[src/rtl/video_pkg.sv]
// Shared video definitions: raster coordinate widths, capture FSM states and
// the 24-bit to 8-bit pixel mappings used by capture and the display color maps.
package video_pkg;

    localparam int unsigned H_BITS    = 11;
    localparam int unsigned V_BITS    = 10;
    localparam int unsigned PIX_BITS  = 24;
    localparam int unsigned DATA_BITS = 8;
    localparam int unsigned SUM_BITS  = 10;

    localparam logic [SUM_BITS-1:0] MONO_THRESHOLD = SUM_BITS'(384);

    typedef enum logic [1:0] {
        CAP_IDLE    = 2'd0,
        CAP_ARMED   = 2'd1,
        CAP_CAPTURE = 2'd2,
        CAP_DONE    = 2'd3
    } cap_state_e;

    // Packed {R,G,B} pixel as it appears on the video output mux.
    typedef struct packed {
        logic [7:0] r;
        logic [7:0] g;
        logic [7:0] b;
    } rgb_pixel_t;

    // RGB332: keep the top 3/3/2 bits of each channel.
    function automatic logic [DATA_BITS-1:0] rgb332(input rgb_pixel_t p);
        return {p.r[7:5], p.g[7:5], p.b[7:6]};
    endfunction

    // Monochrome: full-on when the channel sum reaches the threshold.
    function automatic logic [DATA_BITS-1:0] mono_threshold(input rgb_pixel_t p);
        logic [SUM_BITS-1:0] sum;
        sum = SUM_BITS'(p.r) + SUM_BITS'(p.g) + SUM_BITS'(p.b);
        return (sum >= MONO_THRESHOLD) ? DATA_BITS'(8'hFF) : DATA_BITS'(8'h00);
    endfunction

endpackage

[src/rtl/screen_capture_if.sv]
// Write port of the dual-port image RAM driven by screen_capture.
interface screen_capture_if #(
    parameter int unsigned ADDR_W = 16
);
    logic              we;
    logic [ADDR_W-1:0] waddr;
    logic [7:0]        wdata;

    modport master (output we, output waddr, output wdata);
    modport slave  (input  we, input  waddr, input  wdata);
endinterface

[src/rtl/screen_capture_pixel_map.sv]
// capture_pixel_map: combinational 24-bit pixel to 8-bit RAM word.
// Build option CAPTURE_THRESHOLD_EN selects the monochrome threshold format;
// otherwise the word is RGB332.
module capture_pixel_map
    import video_pkg::*;
(
    input  logic [PIX_BITS-1:0]  pixel,
    output logic [DATA_BITS-1:0] data_c
);

    rgb_pixel_t pix;

    // Select the stored pixel format.
    always_comb begin
        pix = rgb_pixel_t'(pixel);
`ifdef CAPTURE_THRESHOLD_EN
        data_c = mono_threshold(pix);
`else
        data_c = rgb332(pix);
`endif
    end

endmodule

[src/rtl/screen_capture.sv]
// screen_capture: writes a WIDTH x HEIGHT window of the live raster, starting
// at the (x, y) latched on the frame start after arm, into an 8-bit image RAM
// in raster order. Pixel format depends on CAPTURE_THRESHOLD_EN (see
// capture_pixel_map).
module screen_capture
    import video_pkg::*;
#(
    parameter int unsigned WIDTH  = 72,
    parameter int unsigned HEIGHT = 512,
    parameter int unsigned ADDR_W = 16
) (
    input  logic                 pixel_clk,
    input  logic                 reset,
    input  logic [H_BITS-1:0]    x,
    input  logic [V_BITS-1:0]    y,
    input  logic [H_BITS-1:0]    hcount,
    input  logic [V_BITS-1:0]    vcount,
    input  logic [PIX_BITS-1:0]  pixel,
    input  logic                 arm,
    output logic                 busy,
    output logic                 done,
    screen_capture_if.master     ram
);

    localparam int unsigned XE_BITS = H_BITS + 1;
    localparam int unsigned YE_BITS = V_BITS + 1;
    localparam logic [ADDR_W-1:0] LAST_ADDR = ADDR_W'(WIDTH * HEIGHT - 1);

    cap_state_e             state_q, state_d;
    logic [H_BITS-1:0]      xr_q, xr_d;
    logic [V_BITS-1:0]      yr_q, yr_d;
    logic [ADDR_W-1:0]      cnt_q, cnt_d;
    logic                   last_q, last_d;
    logic                   we_q, we_d;
    logic [ADDR_W-1:0]      waddr_q, waddr_d;
    logic [DATA_BITS-1:0]   wdata_q, wdata_d;
    logic                   busy_q, busy_d;
    logic                   done_q, done_d;

    logic [DATA_BITS-1:0]   map_data_c;
    logic                   frame_start;
    logic                   eval;
    logic                   in_win;
    logic                   wr;
    logic [H_BITS-1:0]      win_x;
    logic [V_BITS-1:0]      win_y;
    logic [ADDR_W-1:0]      base;
    logic [XE_BITS-1:0]     h_e, x_lo, x_hi;
    logic [YE_BITS-1:0]     v_e, y_lo, y_hi;

    capture_pixel_map u_map (
        .pixel  (pixel),
        .data_c (map_data_c)
    );

    // Next state, window compare, address counter and registered outputs.
    always_comb begin
        state_d = state_q;
        xr_d    = xr_q;
        yr_d    = yr_q;
        cnt_d   = cnt_q;
        last_d  = last_q;
        win_x   = xr_q;
        win_y   = yr_q;
        base    = cnt_q;
        eval    = 1'b0;

        frame_start = (hcount == '0) && (vcount == '0);

        case (state_q)
            CAP_IDLE: begin
                if (arm) begin
                    state_d = CAP_ARMED;
                end
            end
            CAP_ARMED: begin
                // The frame-start pixel is judged against the freshly latched origin.
                if (frame_start) begin
                    xr_d    = x;
                    yr_d    = y;
                    win_x   = x;
                    win_y   = y;
                    base    = '0;
                    cnt_d   = '0;
                    last_d  = 1'b0;
                    eval    = 1'b1;
                    state_d = CAP_CAPTURE;
                end
            end
            CAP_CAPTURE: begin
                // last_q: final address already written; frame_start: window clipped.
                if (frame_start || last_q) begin
                    state_d = CAP_DONE;
                end else begin
                    eval = 1'b1;
                end
            end
            CAP_DONE: begin
                last_d  = 1'b0;
                state_d = CAP_IDLE;
            end
            default: begin
                state_d = CAP_IDLE;
            end
        endcase

        // Widened bounds so x+WIDTH and y+HEIGHT never wrap.
        h_e  = XE_BITS'(hcount);
        x_lo = XE_BITS'(win_x);
        x_hi = x_lo + XE_BITS'(WIDTH);
        v_e  = YE_BITS'(vcount);
        y_lo = YE_BITS'(win_y);
        y_hi = y_lo + YE_BITS'(HEIGHT);

        in_win = (h_e >= x_lo) && (h_e < x_hi) && (v_e >= y_lo) && (v_e < y_hi);
        wr     = eval && in_win;

        if (wr) begin
            cnt_d = base + ADDR_W'(1);
            if (base == LAST_ADDR) begin
                last_d = 1'b1;
            end
        end

        we_d    = wr;
        waddr_d = wr ? base : waddr_q;
        wdata_d = wr ? map_data_c : wdata_q;
        busy_d  = (state_d == CAP_ARMED) || (state_d == CAP_CAPTURE);
        done_d  = (state_d == CAP_DONE);
    end

    // State and output registers with synchronous reset.
    always_ff @(posedge pixel_clk) begin
        if (reset) begin
            state_q <= CAP_IDLE;
            xr_q    <= '0;
            yr_q    <= '0;
            cnt_q   <= '0;
            last_q  <= 1'b0;
            we_q    <= 1'b0;
            waddr_q <= '0;
            wdata_q <= '0;
            busy_q  <= 1'b0;
            done_q  <= 1'b0;
        end else begin
            state_q <= state_d;
            xr_q    <= xr_d;
            yr_q    <= yr_d;
            cnt_q   <= cnt_d;
            last_q  <= last_d;
            we_q    <= we_d;
            waddr_q <= waddr_d;
            wdata_q <= wdata_d;
            busy_q  <= busy_d;
            done_q  <= done_d;
        end
    end

    assign busy      = busy_q;
    assign done      = done_q;
    assign ram.we    = we_q;
    assign ram.waddr = waddr_q;
    assign ram.wdata = wdata_q;

endmodule

[src/flat_wrapper.sv]
// flat-port wrapper written by rule: the top's interface ports become plain ports
module screen_capture_flat import video_pkg::*;
#(
    parameter int unsigned WIDTH  = 72,
    parameter int unsigned HEIGHT = 512,
    parameter int unsigned ADDR_W = 16
)
  (pixel_clk, reset, x, y, hcount, vcount, pixel, arm, busy, done, ram_we, ram_waddr, ram_wdata);
  screen_capture_if #(.ADDR_W(ADDR_W)) ram_i ();
  input  logic pixel_clk;
  input  logic reset;
  input  logic [H_BITS-1:0] x;
  input  logic [V_BITS-1:0] y;
  input  logic [H_BITS-1:0] hcount;
  input  logic [V_BITS-1:0] vcount;
  input  logic [PIX_BITS-1:0] pixel;
  input  logic arm;
  output logic busy;
  output logic done;
  output wire logic [$bits(ram_i.we)-1:0] ram_we;
  output wire logic [$bits(ram_i.waddr)-1:0] ram_waddr;
  output wire logic [$bits(ram_i.wdata)-1:0] ram_wdata;
  assign ram_we = ram_i.we;
  assign ram_waddr = ram_i.waddr;
  assign ram_wdata = ram_i.wdata;
  screen_capture #(.WIDTH(WIDTH), .HEIGHT(HEIGHT), .ADDR_W(ADDR_W)) u_core (.pixel_clk(pixel_clk), .reset(reset), .x(x), .y(y), .hcount(hcount), .vcount(vcount), .pixel(pixel), .arm(arm), .busy(busy), .done(done), .ram(ram_i));
endmodule
[config.mk]
export PLATFORM = sky130hd
export DESIGN_NAME = screen_capture_flat
export DESIGN_NICKNAME = d
export VERILOG_FILES = /design/src/rtl/video_pkg.sv /design/src/rtl/screen_capture_if.sv /design/src/rtl/screen_capture_pixel_map.sv /design/src/rtl/screen_capture.sv /design/src/flat_wrapper.sv
export SDC_FILE = /design/constraint.sdc
export NUM_CORES = 1
export LEC_CHECK = 0
export BUFFER_PORTS_ARGS = -buffer_cell sky130_fd_sc_hd__buf_2
export CAP_MARGIN = 5
export CORE_AREA = 2 2 110 86
export CTS_CLUSTER_DIAMETER = 100
export DETAILED_ROUTE_END_ITERATION = 12
export DIE_AREA = 0 0 112 88
export PLACE_DENSITY = 0.78
export REMOVE_ABC_BUFFERS = 1
export SKIP_LAST_GASP = 1
export SYNTH_ARGS = -nofsm -noshare
export SYNTH_HDL_FRONTEND = slang
export SYNTH_HIERARCHICAL = 1
export SYNTH_SLANG_ARGS = --single-unit
export TNS_END_PERCENT = 1
[constraint.sdc]
create_clock -name pixel_clk -period 4.4 [get_ports pixel_clk]
set_input_delay 0.22 -clock pixel_clk [delete_from_list [all_inputs] [get_ports pixel_clk]]
set_output_delay 0.22 -clock pixel_clk [all_outputs]
set_load 0.005 [all_outputs]
# [After elaboration in Yosys (flattened, before gate mapping)]
# Cells that the tools add are included.
[totals] elab_cells=52 regBits=67 input_bits=69 out_inout_bits=27
[classes] eq_ne=7 magnitude_cmp=4 addsub=3 n_reduce_logical=10 muxes=18
[op_table] operator="16-bit two-way mux" n=3
[op_table] operator="11-bit two-way mux" n=2
[op_table] operator="10-bit two-way mux" n=2
[op_table] operator="16-bit by 1-bit adder with 16-bit output, second input constant" n=1
[op_table] operator="16-bit equality test, second input constant" n=1
[op_table] operator="11-bit by 7-bit adder with 12-bit output, second input constant" n=1
[op_table] operator="11-bit by 12-bit < comparator with 1-bit output" n=1
[op_table] operator="10-bit by 10-bit adder with 11-bit output, second input constant" n=1
[op_table] operator="11-bit >= comparator" n=1
[op_table] operator="11-bit zero test" n=1
[op_table] operator="10-bit by 11-bit < comparator with 1-bit output" n=1
[op_table] operator="10-bit >= comparator" n=1
[op_table] operator="10-bit zero test" n=1
[op_table] operator="2-bit equality test, second input constant" n=4
[op_table] operator="2-bit one-hot mux with 4 select lines" n=1
[op_table] operator="2-bit two-way mux" n=3
[op_table] operator="1-bit logical AND" n=5
[op_table] operator="1-bit two-way mux" n=5
[op_table] operator="2-bit by 1-bit equality test with 1-bit output, second input constant" n=2
[op_table] operator="1-bit one-hot mux with 2 select lines" n=2
[op_table] operator="2-bit zero test" n=1
[op_table] operator="1-bit logical OR" n=2

# [Longest topological paths before layout]
[logic_depth] depth_word=11 ltp_mapped=18 ltp_nobuf=15

# [Cells and area by module]
# Netlist, hierarchy kept.
[modules_own_cells] mod="screen_capture" instances=1 cells_per_inst=451 seq_area_each_um2=1341.3 area_per_inst_um2=4141.5
[modules_own_cells] mod="capture_pixel_map" instances=1 cells_per_inst=8 seq_area_each_um2=0.0 area_per_inst_um2=60.1

# [Worst setup path after synthesis]
# No wires, ideal clock.
[synth_path] path_kind="in2reg" startpoint="input vcount[4]" endpoint="register u_core.cnt_q[14]" stages=17 slack_ns=0.306 n_path_buf=2 setup_ns=0.072 required_time_ns=4.328 arrival_time_ns=4.023 cell_sequence="or4_4 -> nor2_4 -> nand3_4 -> buf_1 -> mux2i_1 -> inv_1 -> ha_1 -> inv_1 -> o21ai_1 -> xor2_1 -> ha_1 -> a211o_1 -> a41oi_1 -> o21ai_1 -> clkbuf_1 -> a2111oi_2 -> mux2i_1"
[synth_via] elab_chain_cells=11 word_cells_on_any_way=24 classes_between="add/sub (3); order compare (4); mux (10); reduce/logical (7)"
[synth_rtl] item="from (decl)" line="flat_wrapper.sv:15" source="input logic [V_BITS-1:0] vcount;"
[synth_rtl] item="10-bit zero test *" line="screen_capture.sv:68" source="frame_start = (hcount == '0) && (vcount == '0);"
[synth_rtl] item="1-bit logical AND *" line="screen_capture.sv:68"
[synth_rtl] item="11-bit two-way mux *" line="screen_capture.sv:78" source="if (frame_start) begin"
[synth_rtl] item="11-bit two-way mux *" line="screen_capture.sv:70" source="case (state_q)"
[synth_rtl] item="via u_core.win_x[4]" line="screen_capture.sv:45" source="logic [H_BITS-1:0] win_x;"
[synth_rtl] item="11-bit by 7-bit adder with 12-bit output" line="screen_capture.sv:110" source="x_hi = x_lo + XE_BITS'(WIDTH);"
[synth_rtl] item="11-bit by 12-bit < comparator with 1-bit output" line="screen_capture.sv:115" source="in_win = (h_e >= x_lo) && (h_e < x_hi) && (v_e >= y_lo) && (v_e < y_hi);"
[synth_rtl] item="1-bit logical AND * (3 in a row)" line="screen_capture.sv:115"
[synth_rtl] item="1-bit logical AND *" line="screen_capture.sv:116" source="wr = eval && in_win;"
[synth_rtl] item="16-bit two-way mux *" line="screen_capture.sv:118" source="if (wr) begin"
[synth_rtl] item="to (signal assigned)" line="screen_capture.sv:149" source="cnt_q <= cnt_d;"
[synth_rtl] item="to (decl)" line="screen_capture.sv:32" source="logic [ADDR_W-1:0] cnt_q, cnt_d;"
# The timed path passes the listed nets; every way through them passes the cells marked *.
# A chain may end at the register's enable or synchronous reset.

# [Worst setup path in the final report]
[layout_path] startpoint="register u_core.state_q[1]" endpoint="register u_core.cnt_q[9]"
[layout_via] elab_chain_cells=9 word_cells_on_any_way=18 classes_between="add/sub (3); order compare (4); eq/ne (2); mux (5); reduce/logical (4)"
[layout_rtl] item="from (decl)" line="screen_capture.sv:29" source="cap_state_e state_q, state_d;"
[layout_rtl] item="from (signal assigned)" line="screen_capture.sv:146" source="state_q <= state_d;"
[layout_rtl] item="2-bit by 1-bit equality test with 1-bit output *" line="screen_capture.sv:70"
[layout_rtl] item="11-bit two-way mux *" line="screen_capture.sv:70"
[layout_rtl] item="via u_core.win_x[3]" line="screen_capture.sv:45"
[layout_rtl] item="11-bit by 7-bit adder with 12-bit output" line="screen_capture.sv:110"
[layout_rtl] item="11-bit by 12-bit < comparator with 1-bit output" line="screen_capture.sv:115"
[layout_rtl] item="1-bit logical AND * (3 in a row)" line="screen_capture.sv:115"
[layout_rtl] item="1-bit logical AND *" line="screen_capture.sv:116"
[layout_rtl] item="16-bit two-way mux *" line="screen_capture.sv:118"
# Marked as above.

==> impl_metrics.toml <==
[run_status]
status = "finished clean"

[worst_setup_path]
crit_path_start = "u_core/state_q[1]"
r2r-start = "u_core/state_q[1]"
arrival_ns = 4.22
crit_chain = "inv_1, ha_1, nand3_4, mux2i_1, inv_1, ha_1, inv_1, o21ai_1, xor2_1, ha_1, a211o_1, a41oi_1, o21ai_1, buf_4, a2111oi_2, mux2i_1"
critPathRequiredTime_ns = 4.65
critPathKind = "flip-flop to flip-flop"
critical_path_peak_fanout = 15
end_kind = "flip-flop"
reg2reg_depth = 16
max_stage_delay_ns = 0.42
rrSetupSlack_ns = 0.43
r2r-end = "u_core/cnt_q[9]"
cp-start-kind = "flip-flop"
worst_path_max_delay_cell = "a2111oi_2"

[drt]
vias = 3676
routed_wl_um = 10300
vias_per_cell = 5.66
route.detailed.drc = 0
wl_per_cell_um = 15.9
firstDrtPassIters = 5
antenna_left = 0
dr.first_iter.drc_count = 320

[clocking]
cts_root_buffer = "clkbuf_16"
cts_buffers = 9
cts_max_level = 3
cts_resized = 0
clock_sinks = 67
cts_setup_buffers = 0
cts_tree = "done"
path_clk_slew_ns = 0.05
clk_path_buf_depth = 2
ctsHoldBuffers = 0
clk_latency_ns = 0.33

[timing]
drv_slew = 0
skew_ns = 0.00691
worst_pin_slew_ns = 0.698
max_freq_mhz = 252
min_period_ns = 3.97
setup_viol = 0
fin_ws_ns = 0.430
maxSlewHeadroom = 0.534
final-hold-violation-count = 0
finalCritPeriodShare = 0.902
whs_ns = 0.126
rsz0062_at_grt = "false"

[layout]
syn2layout_area_growth_pct = 19.0
nNetsFinal = 638
multi_input_area_um2 = 2650
num_antenna_cells = 0
layout_common_cells = "buf_2 (79), dfxtp_1 (67), mux2i_1 (57)"
post-route-util = 0.569
final_cell_area_um2 = 5000
register_area_um2 = 1340
fillers = 790
layout-drive-gt1-share = 0.236
layout_commonest_cell = "buf_2"

[synth]
yosysWarnings = 6
synth-async-reset-ratio = 0
yosysSeqAreaShare = 0.319
synth-edff-count = 0
synth_cell_types = 57
syn_area_per_cell_um2 = 9.15
syn-cell-area_um2 = 4200
synth_cells = 459
synth-seq-cells = 67
synthFlopType = "dfxtp_1"

[global_routing]
grt_usage = 0.209
grt_pass1_vias = 3565
antenna_found_initial = 0
globalRoute.totalOverflow = 0
grt_use_met1 = 0.271
grtUsageMet3 = 0.0478
met2_usage = 0.349
grt_pass1_wl_um = 16700
grt_max_degree = 78
gr-max-usage-layer = "met2"

[floorplanning]
start_util = 0.478
fp.dieArea_um2 = 9860
die_h_um = 88
core_um2 = 8780
io_pins = 96
die_w_um = 112
fp-row-count = 30

[place]
dp_hpwl_um = 7350
place_ws_ns = 0.165
place_area_um2 = 4670
port-buffer-count = 79
place.gp.congestion = 0.926

[run]
cap_violations = 0

[pwr]
powerDensity_nw_per_um2 = 305
ir_worst_vdd_v = 0.000182
cellLeakagePower_nw = 2.13

[min_path]
worstHoldPathCells = 2
min-delay-start = "arm"
whs_endpoint = "u_core/state_q[1]"
min_path_type = "input port to flip-flop"
[registers in the layout, indices dropped and copies added, names as in the netlist]
| signal | count |
|---|---|
| u_core/busy | 1 |
| u_core/ram.wdata | 8 |
| u_core/ram.waddr | 16 |
| u_core/cnt_q | 16 |
| u_core/done | 1 |
| u_core/yr_q | 10 |
| u_core/ram.we | 1 |
| u_core/xr_q | 11 |
| u_core/last_q | 1 |
| u_core/state_q | 2 |
[worst max path at each step]
stage / cells past startpoint / endpoint
finish: 16 / u_core/cnt_q[9]
global route: 16 / u_core/cnt_q[14]
CTS: 16 / u_core/cnt_q[4]
detailed placement: 17 / u_core/cnt_q[4]
global placement: 17 / u_core/cnt_q[14]
floorplan: 15 / u_core/cnt_q[0]
[power breakdown]
group	leakage, nW	switching [mW]	internal (mW)	total, mW
Sequential	0.540	0.00106	0.608	0.609
Clock	0.155	0.280	0.511	0.791
Combinational	1.43	0.0709	0.0541	0.125
[per-stage QoR]
step                total power [mW]  TNS [ns]  std cells
floorplan                      0.683    -27.44        431
global placement               0.740         0        633
detailed placement             0.744         0        633
CTS                             1.53         0        649
global route                    1.57         0        649
finish                          1.53         0        649
[per-layer routing]
layer / vias to the layer above / share of wire
met5: - / 0
met2: 130 / 0.46
met3: 28 / 0.058
met1: 1715 / 0.46
met4: 0 / 0.021
li1: 1803 / -
[cell families (layout without fill, tap and decap cells)]
group	Yosys count	in the layout	synth area share
simple gates	177	177	0.235
flops	67	67	0.319
fa+ha+maj	37	37	0.110
buf+inv	41	119	0.0515
mux	59	59	0.142
compound gates	73	73	0.132
xor+xnor	5	5	0.0104
[cells in the mapped netlist, types with 3 or more instances]
library cell  instances  share of area
a21o_1               10          0.018
and2_1                5         0.0074
or3_1                10          0.015
inv_1                12          0.011
nor2_1               31          0.028
nor4_1                7          0.010
dfxtp_1              67           0.32
a2111oi_2             7          0.025
nand2b_1             37          0.055
o21ai_1               9          0.011
ha_1                 37           0.11
a21oi_1              16          0.019
o21ai_0               6         0.0071
xor2_1                3         0.0063
nand2_1              35          0.031
or4_1                 5         0.0089
a211oi_1              7          0.013
buf_4                 8          0.014
clkbuf_1             12          0.011
nand4_1               9          0.013
nand3_1              15          0.018
nor2b_1               8          0.012
buf_6                 4          0.011
mux2i_1              57           0.14
[cell type report]
class                           count  share of cell area
Sequential cell                    67               0.268
Timing Repair Buffer               90              0.0981
Multi-Input combinational cell    351               0.530
Inverter                           13             0.00976
Tap cell                          112              0.0280
Clock buffer                       10              0.0478
Clock inverter                      6              0.0178
[worst max-delay path: cells and delay by family (launching register included)]
kind            cells  cell delay [ns]
compound gates      5             1.15
fa+ha+maj           3             0.84
mux                 2             0.62
buf+inv             4             0.55
flops               1             0.39
xor+xnor            1             0.18
simple gates        1             0.15
(Power assumes the default switching activity.)
